<file path="config.mk">
export PLATFORM = sky130hd
export DESIGN_NAME = comp2_w
export DESIGN_NICKNAME = d
export VERILOG_FILES = /design/src/rtl/comp_pkg.sv /design/src/rtl/comp_core.sv /design/src/rtl/comp2_w.sv
export SDC_FILE = /design/constraint.sdc
export NUM_CORES = 1
export LEC_CHECK = 0
export ABC_AREA = 1
export ABC_CLOCK_PERIOD_IN_PS = 800
export CAP_MARGIN = 20
export CORE_AREA = 2 2 39 41
export DETAILED_ROUTE_END_ITERATION = 10
export DIE_AREA = 0 0 41 43
export SYNTH_ARGS = -nofsm -noshare
export SYNTH_HDL_FRONTEND = slang
export SYNTH_SLANG_ARGS = --single-unit
</file>
<file path="constraint.sdc">
create_clock -name clk -period 0.8 [get_ports clk]
set_input_delay 0.08 -clock clk [delete_from_list [all_inputs] [get_ports clk]]
set_output_delay 0.08 -clock clk [all_outputs]
set_load 0.05 [all_outputs]
</file>
<file path="src/rtl/comp_pkg.sv">
// Shared types for the small unsigned comparator family.
package comp_pkg;

    // One-hot compare result, bit order {gt, eq, lt}
    typedef enum logic [2:0] {
        CMP_GT = 3'b100,
        CMP_EQ = 3'b010,
        CMP_LT = 3'b001
    } cmp_res_t;

    // Reset result matches the all-zero operand pair
    localparam cmp_res_t CMP_RESET = CMP_EQ;

endpackage : comp_pkg

</file>
<file path="src/rtl/comp_core.sv">
// Combinational MSB-first unsigned magnitude compare of two WIDTH-bit operands.
module comp_core
    import comp_pkg::*;
#(
    parameter int WIDTH = 2
) (
    input  logic [WIDTH-1:0] a,
    input  logic [WIDTH-1:0] b,
    output cmp_res_t         res
);

    logic [WIDTH-1:0] bit_gt;
    logic [WIDTH-1:0] bit_eq;
    logic             gt_run;
    logic             eq_run;

    // Per-bit slice terms: this bit alone says a is greater / bits match
    assign bit_gt = a & ~b;
    assign bit_eq = ~(a ^ b);

    // Cascade from the MSB: the first differing bit decides, later bits are masked
    always_comb begin
        // NOTE: every variable gets a default before the loop so no path leaves it unassigned (no latch).
        gt_run = 1'b0;
        eq_run = 1'b1;
        for (int i = WIDTH - 1; i >= 0; i--) begin
            gt_run = gt_run | (eq_run & bit_gt[i]);
            eq_run = eq_run & bit_eq[i];
        end
    end

    // Map the cascade result onto the one-hot encoding
    always_comb begin
        res = CMP_LT;
        if (gt_run) begin
            res = CMP_GT;
        end else if (eq_run) begin
            res = CMP_EQ;
        end
    end

endmodule : comp_core

</file>
<file path="src/rtl/comp2_w.sv">
// Registered unsigned magnitude comparator: one-cycle latency, one-hot g/e/l.
module comp2_w
    import comp_pkg::*;
#(
    parameter int WIDTH = 2
) (
    input  logic             clk,
    input  logic             rst_n,
    input  logic [WIDTH-1:0] a,
    input  logic [WIDTH-1:0] b,
    output logic             g,
    output logic             e,
    output logic             l
);

    cmp_res_t res_d;
    cmp_res_t res_q;

    comp_core #(
        .WIDTH(WIDTH)
    ) u_core (
        .a  (a),
        .b  (b),
        .res(res_d)
    );

    // Output register: reloads the compare every edge, forced to "equal" in reset
    always_ff @(posedge clk or negedge rst_n) begin
        // NOTE: sequential state uses non-blocking assignment so all flops update from pre-edge values.
        if (!rst_n) begin
            res_q <= CMP_RESET;
        end else begin
            res_q <= res_d;
        end
    end

    assign {g, e, l} = res_q;

    // The output code must stay one-hot in every cycle, reset included
    a_onehot : assert property (@(posedge clk) $onehot({g, e, l}));

endmodule : comp2_w

</file>
After elaboration in Yosys (flattened, before gate mapping)

Index checks and enable logic that the tools add are counted.
Widths: inputs -> output; s select.

Flip-flop bits (word level): 3
Logic and storage cells: 10

Muxes and demuxes: 2
Bitwise operators: 7

Operators by type and width:

| cell        | number |
|---|---|
| $not 2->2   | 2 |
| $mux 3      | 1 |
| $and 1x1->1 | 2 |
| $and 2x2->2 | 1 |
| $mux 2      | 1 |
| $xor 2x2->2 | 1 |
| $or 1x1->1  | 1 |

Longest topological paths before layout

Depth after elaboration: 5
Depth in mapped cells: 5
Depth with buffers taken out: 5

Modules after synthesis

Synthesis repeated with hierarchy kept, for this count alone.

Cell total of the unflattened synthesis: 15
Area total of the unflattened synthesis: 145.1 um^2

By module, submodules not included:

| module    | instances | cells each | area each (um^2) | seq. area each (um^2) |
|---|---|---|---|---|
| comp2_w   | 1         | 3          | 76.3             | 76.3 |
| comp_core | 1         | 12         | 68.8             | 0.0 |

Worst setup path after synthesis

No wires, ideal clock.

Path kind: reg2out
Start point: reg res_q[1]
End point: out e
Arrival: 0.656 ns
Required time: 0.720 ns
Path slack: 0.064 ns
Cell stages (with the launch flop): 1
Path buffers: 0
Cell sequence: dfstp_2

RTL lines:

| item                   | line          | source |
|---|---|---|
| start, declared        | comp2_w.sv:17 | `cmp_res_t res_q;` |
| start signal, assigned | comp2_w.sv:33 | `res_q <= res_d;` |
| end, declared          | comp2_w.sv:12 | `output logic e,` |

No word-level cell between the ends.

Worst setup path in the final report

Start point: reg res_q[1]
End point: out e

No word-level cell between the ends.

==> impl_results.md <==
* Synth area leaders: dfrtp_1, dfstp_2, ha_1
* RD Place Congestion at between 0.4 and 0.5
* Power Density at 2020 nW/um2
* Final WL at 238 um
* Largest net degree at the start of global routing at 4
* Reg with most FFs: res_q
* P_int at 0.450 mW
* DIE AREA at 1760 um2
* Top_reg_cell synth: dfrtp_1
* Failing checks: negative setup slack
* Row cnt at 14
* CORE AREA at 1380 um2
* CTS Root Cell: clkbuf_4
* Slew Limit Fails at 0
* Die H at 43 um
* Tightest Pin Transition at 0.134 ns
* CTS tree: built
* Worst Hold Class: in -> async
* Synth top cells by count: inv_1, dfrtp_1, ha_1, nand2_1, nor2_1
* Layout cell share with drive strength beyond 1 at 0.462
* Net count, final at 35
* Dpl cells at 38
* Synth cell types at 7
* Critical path arrival at 0.89 ns
* Number of post-CTS setup repair buffers at 0
* FMAX at 1030 MHz
* CP max FO at 1
* Synth area leader: dfrtp_1
* Mapped Area at 138 um2
* Status: finished with violations
* Lkg Pwr at about 0.16 nW
* Worst setup margin at -0.173 ns
* Vias per cell at 2.93
* Antenna Nets Post-Route at 0
* Minimum clock period at about 0.97 ns
* Total of max-cap violations at 0
* Drt pass-1 iters at 1
* Final setup vio count at 3
* Post-synth EDFFs at 0
* P_sw at 0.176 mW
* Hold Fails Final Rpt at 0
* ANT cells at 0
* DR vias at 123
* Worst setup EP type: output port
* FFs w/ async S/R, synth at 1.00
* Critical Path RT at slightly above 0.7 ns
* Yosys Warn Count at 0
* Net Sw Frac at 0.281
* Total CTS buffers at 3
* Wirelength per Cell at roughly 5.7 um
* Layout area overhead at 125%
* Biggest regs: res_q x3
* Critical setup path kind: reg -> out
* H-tree depth at 1
* GRT Util Overall at 0.0422
* DRC viols at 0
* Gr ovfl total at 0
* RSZ-0062 raised after global routing: yes
* First-pass GRT wire length at ~390 um
* Clk slew on worst S/H paths at 0.04 ns
* Vias in the first global route at between 100 and 150
* Seq/Total Area, Yosys at 0.555
* CP max-delay cell: dfstp_2
* CP peak stage delay at 0.53 ns
* Flop pwr share at 0.293
* Initial Util at 0.0995
* Register bit total from synthesis at 3
* Top-count cell post-synth: inv_1
* Placed inst area at 268 um2
* Largest register FFs at 3
* Crit-path leading delay family: flip-flops
* Hold buffers post-CTS at 0
* Top Ports at 9
* CP cell instances: buf_12
* Worst-case clock buffer depth at 2
* Die W at 41 um
* Syn_nets at 22
* Design Area, Final at 310 um2
* Worst vdd rail ir drop at 423 uV
* Syn avg cell area at 9.83 um2
* CP bufs+invs at 1
* Worst rel slew slack at 0.910
* Final period util at 1.22
* Comb pwr share at 0.289
* DR iter-0 viols at 0
* Initial antenna violation count at 0
* I/O Buffers at 8
* Startpoint Class: flop
* Cell Count, Final, Fillers Out at 42
* Post-Syn Instances at 14
* Top-area cell type share of the netlist area at 0.364
* Clk sink count at 3
* Clock Power Share at 0.418
==> final timing paths <==
kind                          start        to  slack, ns  cells after the start
min                           rst_n  res_q[0]       0.03                      1
max in group asynchronous     rst_n  res_q[1]       0.55                      1
min in group clk               a[0]  res_q[2]       0.25                      4
max                        res_q[1]         e      -0.17                      1
==> cell usage in the layout, fill, tap and decap left out <==
cell             instances
dfstp_2                  1
ha_1                     1
inv_1                    3
clkdlybuf4s50_1          1
dlygate4sd2_1            3
nor2_1                   2
nand2_2                  3
dlymetal6s2s_1           1
buf_12                   3
clkbuf_4                 3
dfrtp_1                  2
ha_4                     1
inv_2                    1
clkbuf_1                 1
==> layout make-up <==
| type | instances | area, um2 |
|---|---|---|
| multi-input combinational | 7 | 63.8 |
| fill | 151 | 1070 |
| timing repair buffer | 8 | 109 |
| inverter | 4 | 15.0 |
| tap | 16 | 20.0 |
| sequential | 3 | 76.3 |
| clock buffer | 4 | 26.3 |
==> logic make-up after synthesis <==
group / after synthesis / share of synthesized area
fa+ha+maj: 2 / 0.182
buf+inv: 4 / 0.109
flops: 3 / 0.555
simple gates: 5 / 0.155
==> layer usage <==
metal / vias up / global-route usage / wire length [um]
met3: 0 / 0.0157 / 46
met2: 9 / 0.0344 / 112
li1: 63 / - / -
met5: - / 0 / 0
met4: 0 / 0.100 / 0
met1: 51 / 0.0418 / 78
==> per-stage QoR <==
step / worst slack [ns] / power (mW) / hold slack, ns / TNS (ns) / utilization
floorplan: 0.0645 / 0.258 / -0.216 / 0 / -
global placement: -0.337 / 0.359 / 0.271 / -0.980 / 0.193
detailed placement: -0.345 / 0.360 / 0.270 / -0.996 / 0.193
CTS: -0.188 / 0.645 / 0.0195 / -0.309 / 0.221
global route: -0.196 / 0.666 / 0.0330 / -0.324 / 0.224
finish: -0.173 / 0.626 / 0.0295 / -0.266 / 0.224
==> repair_timing <==
| item | 4_1_cts | 5_1_grt |
|---|---|---|
| cloned | 0 | 0 |
| pin swaps | 5 | 3 |
| resized for setup | 6 | 2 |
| endpoints found under the setup margin | 6 | 5 |
==> power groups by stage <==
stage	combinational (mW)	sequential, mW	clock [mW]
3_3_place_gp	0.174	0.185	0
3_5_place_dp	0.175	0.185	0
5_1_grt	0.195	0.184	0.287
4_1_cts	0.179	0.183	0.282
6_report	0.181	0.183	0.262
2_1_floorplan	0.0256	0.233	0
Note: power is estimated with default switching activity, not from simulation.
